**src/rtl/atm_keypad_ctrl.sv**
```systemverilog
`default_nettype none
// ============================================================================
// Module   : atm_keypad_ctrl
// Purpose  : Keypad/card-reader front end for an ATM: PIN entry, menu,
//            amount entry and ATM handshake with a response timeout.
// Revision : 1.0 - initial release
// ============================================================================
module atm_keypad_ctrl (
   input  logic        clk,
   input  logic        rst_n,
   input  logic        card_detect,
   input  logic [7:0]  card_id,
   input  logic        key_valid,
   input  logic [3:0]  key_code,
   input  logic        atm_success,
   input  logic [7:0]  atm_error,
   output logic        card_inserted,
   output logic [7:0]  card_number_input,
   output logic [15:0] pin_input,
   output logic        pin_valid,
   output logic        balance_req,
   output logic        withdrawal_req,
   output logic        deposit_req,
   output logic        transaction_done,
   output logic [15:0] amount,
   output logic [2:0]  ui_state,
   output logic        timeout_err
);

   localparam logic [3:0] KEY_ENTER    = 4'hA;
   localparam logic [3:0] KEY_CLEAR    = 4'hB;
   localparam logic [3:0] KEY_BALANCE  = 4'hC;
   localparam logic [3:0] KEY_WITHDRAW = 4'hD;
   localparam logic [3:0] KEY_DEPOSIT  = 4'hE;
   localparam logic [3:0] KEY_CANCEL   = 4'hF;
   localparam logic [7:0] WAIT_LIMIT   = 8'd254;

   typedef enum logic [2:0] {
      ST_IDLE   = 3'd0,
      ST_PIN    = 3'd1,
      ST_MENU   = 3'd2,
      ST_AMOUNT = 3'd3,
      ST_WAIT   = 3'd4
   } state_t;

   state_t      state_q, state_d;
   logic        card_det_q;
   logic [7:0]  card_num_q, card_num_d;
   logic [15:0] pin_q, pin_d;
   logic [2:0]  pin_cnt_q, pin_cnt_d;
   logic [15:0] amount_q, amount_d;
   logic        is_dep_q, is_dep_d;
   logic [7:0]  wait_cnt_q, wait_cnt_d;
   logic        timeout_q, timeout_d;
   logic        ins_q, ins_d, pinv_q, pinv_d, bal_q, bal_d;
   logic        wd_q, wd_d, dep_q, dep_d, done_q, done_d;

   logic        is_digit;
   logic        key_cancel;
   logic [19:0] amount_calc;

   assign is_digit    = (key_code <= 4'd9);
   assign key_cancel  = key_valid && (key_code == KEY_CANCEL);
   // 20-bit headroom: 65535*10+9 still fits, so overflow is visible in [19:16]
   assign amount_calc = ({4'd0, amount_q} * 20'd10) + {16'd0, key_code};

   always_comb begin
      state_d    = state_q;
      card_num_d = card_num_q;
      pin_d      = pin_q;
      pin_cnt_d  = pin_cnt_q;
      amount_d   = amount_q;
      is_dep_d   = is_dep_q;
      wait_cnt_d = wait_cnt_q;
      timeout_d  = timeout_q;
      ins_d      = 1'b0;
      pinv_d     = 1'b0;
      bal_d      = 1'b0;
      wd_d       = 1'b0;
      dep_d      = 1'b0;
      done_d     = 1'b0;

      // Card removal or CANCEL abandons the session ahead of any key or ATM reply
      if ((state_q != ST_IDLE) && (!card_detect || key_cancel)) begin
         state_d   = ST_IDLE;
         pin_d     = 16'd0;
         pin_cnt_d = 3'd0;
         amount_d  = 16'd0;
      end else begin
         unique case (state_q)
            ST_IDLE: begin
               if (card_detect && !card_det_q) begin
                  card_num_d = card_id;
                  ins_d      = 1'b1;
                  timeout_d  = 1'b0;
                  pin_d      = 16'd0;
                  pin_cnt_d  = 3'd0;
                  state_d    = ST_PIN;
               end
            end
            ST_PIN: begin
               if (key_valid) begin
                  if (is_digit) begin
                     if (pin_cnt_q != 3'd4) begin
                        pin_d     = {pin_q[11:0], key_code};
                        pin_cnt_d = pin_cnt_q + 3'd1;
                     end
                  end else if (key_code == KEY_CLEAR) begin
                     pin_d     = 16'd0;
                     pin_cnt_d = 3'd0;
                  end else if ((key_code == KEY_ENTER) && (pin_cnt_q == 3'd4)) begin
                     pinv_d  = 1'b1;
                     state_d = ST_MENU;
                  end
               end
            end
            ST_MENU: begin
               if (key_valid) begin
                  if (key_code == KEY_BALANCE) begin
                     bal_d      = 1'b1;
                     wait_cnt_d = 8'd0;
                     state_d    = ST_WAIT;
                  end else if ((key_code == KEY_WITHDRAW) || (key_code == KEY_DEPOSIT)) begin
                     is_dep_d = (key_code == KEY_DEPOSIT);
                     amount_d = 16'd0;
                     state_d  = ST_AMOUNT;
                  end
               end
            end
            ST_AMOUNT: begin
               if (key_valid) begin
                  if (is_digit) begin
                     amount_d = (amount_calc[19:16] != 4'd0) ? 16'hFFFF : amount_calc[15:0];
                  end else if (key_code == KEY_CLEAR) begin
                     amount_d = 16'd0;
                  end else if ((key_code == KEY_ENTER) && (amount_q != 16'd0)) begin
                     dep_d      = is_dep_q;
                     wd_d       = !is_dep_q;
                     wait_cnt_d = 8'd0;
                     state_d    = ST_WAIT;
                  end
               end
            end
            ST_WAIT: begin
               if (atm_success) begin
                  done_d  = 1'b1;
                  state_d = ST_MENU;
               end else if (atm_error != 8'd0) begin
                  amount_d = 16'd0;
                  state_d  = ST_MENU;
               end else if (wait_cnt_q == WAIT_LIMIT) begin
                  timeout_d = 1'b1;
                  state_d   = ST_MENU;
               end else begin
                  wait_cnt_d = wait_cnt_q + 8'd1;
               end
            end
            default: state_d = ST_IDLE;
         endcase
      end
   end

   // card_det_q resets high so a card already present at reset release is not an edge
   always_ff @(posedge clk or negedge rst_n) begin
      if (!rst_n) begin
         state_q    <= ST_IDLE;
         card_det_q <= 1'b1;
         card_num_q <= 8'd0;
         pin_q      <= 16'd0;
         pin_cnt_q  <= 3'd0;
         amount_q   <= 16'd0;
         is_dep_q   <= 1'b0;
         wait_cnt_q <= 8'd0;
         timeout_q  <= 1'b0;
         ins_q      <= 1'b0;
         pinv_q     <= 1'b0;
         bal_q      <= 1'b0;
         wd_q       <= 1'b0;
         dep_q      <= 1'b0;
         done_q     <= 1'b0;
      end else begin
         state_q    <= state_d;
         card_det_q <= card_detect;
         card_num_q <= card_num_d;
         pin_q      <= pin_d;
         pin_cnt_q  <= pin_cnt_d;
         amount_q   <= amount_d;
         is_dep_q   <= is_dep_d;
         wait_cnt_q <= wait_cnt_d;
         timeout_q  <= timeout_d;
         ins_q      <= ins_d;
         pinv_q     <= pinv_d;
         bal_q      <= bal_d;
         wd_q       <= wd_d;
         dep_q      <= dep_d;
         done_q     <= done_d;
      end
   end

   assign card_inserted     = ins_q;
   assign card_number_input = card_num_q;
   assign pin_input         = pin_q;
   assign pin_valid         = pinv_q;
   assign balance_req       = bal_q;
   assign withdrawal_req    = wd_q;
   assign deposit_req       = dep_q;
   assign transaction_done  = done_q;
   assign amount            = amount_q;
   assign ui_state          = state_q;
   assign timeout_err       = timeout_q;

endmodule
`default_nettype wire

```
**config.mk**
```make
export PLATFORM = sky130hd
export DESIGN_NAME = atm_keypad_ctrl
export DESIGN_NICKNAME = d
export VERILOG_FILES = /design/src/rtl/atm_keypad_ctrl.sv
export SDC_FILE = /design/constraint.sdc
export NUM_CORES = 1
export LEC_CHECK = 0
export CAP_MARGIN = 10
export CORE_ASPECT_RATIO = 2
export CORE_UTILIZATION = 30
export CTS_CLUSTER_DIAMETER = 30
export DETAILED_ROUTE_END_ITERATION = 10
export PLACE_DENSITY_LB_ADDON = 0.15
export SLEW_MARGIN = 20
export SYNTH_ARGS = -nofsm -noshare
export SYNTH_HDL_FRONTEND = slang
export SYNTH_SLANG_ARGS = --single-unit
export TNS_END_PERCENT = 20
```
**constraint.sdc**
```tcl
create_clock -name clk -period 3.4 [get_ports clk]
set_input_delay 0.68 -clock clk [delete_from_list [all_inputs] [get_ports clk]]
set_output_delay 0.68 -clock clk [all_outputs]
set_load 0.1 [all_outputs]
```
---- After elaboration in Yosys (flattened, before gate mapping) ----
Cells that the tools add are included.
word-level totals
  register bits after elaboration ......... 63
  output and inout port bits .............. 50
  logic and storage cells ................. 175
operators by class
  add/sub/neg operators ................... 3
  multiply operators ...................... 1
  order comparisons ....................... 1
  eq/ne operators ......................... 43
  multiplexer cells ....................... 84
  bitwise logic cells ..................... 2
  reduce and logical (&&, ||, !) cells .... 26
operators with widths
  cell                     count
  $mux W16                 15
  $mux W8                  9
  $mux W3                  22
  $pmux W16 S3             1
  $ne A3 B3 Y1 const B     15
  $mux W1                  32
  $pmux W16 S2             1
  $eq A4 B4 Y1 const B     6
  $pmux W8 S3              1
  $ne A2 B2 Y1 const B     11
  $add A20 B4 Y20          1
  $mul A16 B3 Y19 const B  1
  $ne A4 B4 Y1 const B     4
  $reduce_bool A16 Y1      1
  $pmux W3 S5              1
  $reduce_and A12 Y1       1
  $reduce_and A11 Y1       1
  $reduce_and A5 Y1        2
  $reduce_bool A3 Y1       3
  $add A8 B1 Y8 const B    1
  $eq A8 B8 Y1 const B     1
  $reduce_and A8 Y1        1
  $reduce_bool A4 Y1       2
  $reduce_bool A8 Y1       1
  other kinds (16)         26

---- Logic depth before layout (Yosys ltp) ----
  depth after elaboration ................. 8
  depth in mapped cells ................... 14

---- Worst setup path after synthesis ----
No wires, ideal clock.
  path type ............................... reg2reg
  start ................................... register amount_q[1] (netlist: amount[1])
  end ..................................... register amount_q[2] (netlist: amount[2])
  arrival time ............................ 3957 ps
  required time ........................... 3259 ps
  path slack .............................. -698 ps
  cell stages (with the launch flop) ...... 15
  period minus slack after synthesis ...... 4098 ps
  path through ............................ dfrtp_1 ha_1 ha_1 inv_1 fa_1 nand2b_1 a21o_1 a211oi_2 o211ai_1 or3_1 nor4_2 mux2i_1 and2_4 buf_6 a311oi_2
between the ends
  word-level cells in the longest chain between the ends .. 8
RTL lines
  what                    line  source
  from (decl)             51    logic [15:0] amount_q, amount_d;
  from (signal assigned)  187   amount_q <= amount_d;
  $mul A16 B3 Y19 (*)     65    assign amount_calc = ({4'd0, amount_q} * 20'd10) + {16'd0, key_code};
  $add A20 B4 Y20 (*)     65
  $reduce_bool A4 Y1      133   amount_d = (amount_calc[19:16] != 4'd0) ? 16'hFFFF : amount_calc[15:0];
  $mux W16 (*)            133
  $mux W16 (*)            132   if (is_digit) begin
  $mux W16 (*)            131   if (key_valid) begin
  $pmux W16 S3 (*)        90    unique case (state_q)
  $mux W16 (*)            84    if ((state_q != ST_IDLE) && (!card_detect || key_cancel)) begin
Mark *: on every way between the ends. The rest lies on a longest branch, timed or not. The select of a mux whose other input is x is not followed.
A chain may end at the register's enable or synchronous reset.

---- Final worst setup path ----
  start ................................... register amount_q[7] (netlist: amount[7])
  end ..................................... register amount_q[7] (netlist: amount[7])
between the ends
  word-level cells in the longest chain between the ends .. 8
RTL lines
  what                line
  $mul A16 B3 Y19     65
  $add A20 B4 Y20     65
  $reduce_bool A4 Y1  133
  $mux W16            133
  $mux W16            132
  $mux W16            131
  $pmux W16 S3        90
  $mux W16            84
No other way between the ends. The select of a mux whose other input is x is not followed.

==> results.json <==
{
  "r2r-end": "amount[7]",
  "endpoint_kind": "flop",
  "path_cells": "ha_1, ha_4, buf_4, a21oi_1, buf_4, a2111oi_4, a311oi_2, buf_4, or3_1, or3_4, a21oi_4, a31oi_1, mux2_4",
  "critPathBufInv": 3,
  "p_leak_nw": 2.94,
  "place.gp.congestion": 0.845,
  "crit_start": "amount[7]",
  "worstSetupStartpointType": "flop",
  "fin_ws_ns": -0.179,
  "synth_cell_types": 64,
  "synth_edf_count": 0,
  "ys_warn_count": 0,
  "placed_area_sq_mm": 0.00601,
  "hold_viol": 0,
  "post_drt_via_cell_ratio": 5.23,
  "wl_per_cell_microns": 16.6,
  "clk_path_buf_depth": 2,
  "core_area_sq_mm": 0.0147,
  "fin_skew_ns": 0.00482,
  "design_area_sq_mm": 0.00656,
  "hpwl_mm": 11.4,
  "drc_errors": 0,
  "drt_wl_total_mm": 14.3,
  "slowest_delay_ns": 0.46,
  "start_util_pct": 30.7,
  "fmax_mhz": 279,
  "finalSetupViolCount": 16,
  "synthMuxAreaShare_pct": 3.43,
  "outcome": "complete, but fails checks",
  "dieArea_sq_mm": 0.0156,
  "grt_setup_unrepaired": "true",
  "synth_flop_cell": "dfrtp_1",
  "syn_avg_cell_area_sq_um": 8.84,
  "max_cap_viol_count": 0,
  "crit_path_end": "amount[7]",
  "grtUsageTotal_pct": 19.2,
  "ctsHtreeMaxLevel": 3,
  "r2r_setup_slack_ns": -0.18,
  "cp.depth": 13,
  "antenna_found_initial": 0,
  "synth_area_sq_mm": 0.00452,
  "worstSkewPairLatency_ns": 0.33,
  "cpLargestDelayFamily": "compound AO/OA/AOI/OAI gates",
  "crit_slowest_cell": "dfrtp_2",
  "io-pin-count": 75,
  "syn_nets": 574,
  "final_nets": 720,
  "drive_gt1_share_pct": 31.7,
  "finalMaxSlewViolations": 0,
  "relSlewSlack_pct": 33.2,
  "async_reset_ff_share_pct": 100,
  "synth-simple-area-share_pct": 21.8,
  "tightest_slew_ns": 0.999,
  "synth_top_family_by_area": "simple AND/OR/NAND/NOR gates",
  "synthAdderAreaFrac_pct": 10.6,
  "reg2reg_from": "amount[7]",
  "crit_fanout": 6,
  "cts_tree": "done",
  "yosys.area_share.xor_xnor_pct": 4.07,
  "syn_to_final_growth_pct": 45.1,
  "firstDrtPassIters": 4,
  "period_share_pct": 105,
  "mostFrequentLayoutCell": "buf_4",
  "violations": "negative setup slack",
  "synth_compound_gate_area_share_pct": 21.3,
  "yosysSeqAreaShare_pct": 34.9,
  "die_width_microns": 88.8,
  "synth-seq-cells": 63,
  "hp-class": "input port to async pin",
  "fin_setup_tns_ns": -2.28,
  "cts_buffers": 9,
  "cts.sinks": 63,
  "portBuffers": 74,
  "drt_iter0_drc": 150,
  "path_class": "flop to flop",
  "rows": 63,
  "cp_common_cell": "buf_4",
  "syn-instance-count": 512,
  "num_vias": 4486,
  "final_cell_mix": "buf_4, nand2_1, dfrtp_1, nor2_1, clkdlybuf4s50_1",
  "dieHeight_microns": 176,
  "grt_overflow_total": 0,
  "worst_r2r_path_depth": 13,
  "period_minus_slack_ns": 3.58,
  "crit_required_ns": 3.61,
  "clock-root-buffer": "clkbuf_16",
  "grt_max_degree": 34,
  "power.density_mw_per_mm2": 1130,
  "antenna-diode-count": 0,
  "grt_pass1_vias": 4583,
  "grt_pass1_wl_mm": 22.8,
  "clk_pin_slew_ns": 0.06,
  "arrival_ns": 3.79,
  "ant_nets": 0,
  "vdd_drop_max_mv": 0.788
}
==> cells by family after synthesis <==
kind of cell,count (synthesis)
compound gates,132
xor+xnor,21
fa+ha+maj,37
buf+inv,45
flops,63
mux,14
simple gates,200
==> cell usage after synthesis (all sizes together) (4+ instances only) <==
cell type	instances	share of area (%)
a211oi	10	1.9
a21o	8	1.3
a21oi	24	2.9
a311oi	14	2.8
a31oi	7	0.97
and2	10	1.4
and3	4	0.55
clkbuf	19	1.6
dfrtp	62	34
ha	35	9.7
inv	23	1.9
mux2	12	3.0
nand2	58	4.8
nand2b	5	0.69
nand3	31	3.4
nand4	6	0.83
nor2	42	3.5
nor2b	9	1.2
nor3	10	1.1
nor4	10	1.7
o211ai	6	1.0
o21a	5	0.83
o21ai	27	3.1
o31ai	8	1.3
or3	6	0.94
xnor2	9	1.7
xor2	12	2.3
==> worst min-delay path by stage <==
stage / slack [ns] / to / start / cells past startpoint
2_1_floorplan: 0.38 / amount[10] / rst_n / 0
3_3_place_gp: 0.44 / withdrawal_req / is_dep_q / 1
3_5_place_dp: 0.45 / withdrawal_req / is_dep_q / 1
4_1_cts: 0.45 / is_dep_q / rst_n / 1
5_1_grt: 0.48 / withdrawal_req / is_dep_q / 1
6_report: 0.43 / ui_state[0] / rst_n / 1
==> repair_timing <==
action,4_1_cts,5_1_grt
resized for setup,20,15
gates cloned,1,0
pin swaps,15,12
endpoints found under the setup margin,16,16
hold buffers,0,0
setup buffers,2,3
==> layer usage <==
layer / wire [microns] / up-vias / share of wire [%] / global-route usage (%)
met1: 4870 / 2159 / 34 / 18.2
met2: 8290 / 131 / 58 / 37.7
met3: 495 / 25 / 3.5 / 1.88
met5: 0 / - / 0 / 0
li1: - / 2171 / - / -
met4: 603 / 0 / 4.2 / 11.0
==> state kept, by name, indices dropped and copies added, names as in the netlist <==
| signal | count |
|---|---|
| balance_req | 1 |
| timeout_err | 1 |
| transaction_done | 1 |
| wait_cnt_q | 8 |
| withdrawal_req | 1 |
| is_dep_q | 1 |
| pin_valid | 1 |
| deposit_req | 1 |
| ui_state | 3 |
| card_det_q | 1 |
| amount | 16 |
| card_number_input | 8 |
| pin_input | 16 |
| card_inserted | 1 |
| pin_cnt_q | 3 |
==> metrics by stage <==
stage                     power, W  hold slack, ns  util [%]  setup slack, ns  cells
after floorplan            0.00454           0.384         -           -0.230    512
after detailed placement   0.00621           0.450      40.8           -0.640    836
after CTS                  0.00732           0.454      43.8           -0.188    855
after global placement     0.00617           0.443      40.8           -0.541    836
after global routing       0.00791           0.481      44.5           -0.336    858
final                      0.00742           0.427      44.5           -0.179    858
==> layout make-up <==
cell class,instances,area (sq um)
clock buffer,11,253
fill,1474,8180
tap,195,244
timing repair buffer,156,1260
sequential,63,1610
clock inverter,5,32.5
multi-input combinational,405,3070
inverter,23,86.3
==> report_power, final <==
| group | leakage (nW) | total [W] | switching [W] | internal [W] |
|---|---|---|---|---|
| combinational | 1.99 | 0.00543 | 0.00332 | 0.00210 |
| sequential | 0.816 | 0.00113 | 0.000179 | 0.000947 |
| clock | 0.134 | 0.000865 | 0.000335 | 0.000530 |
Note: power is estimated with default switching activity, not from simulation.
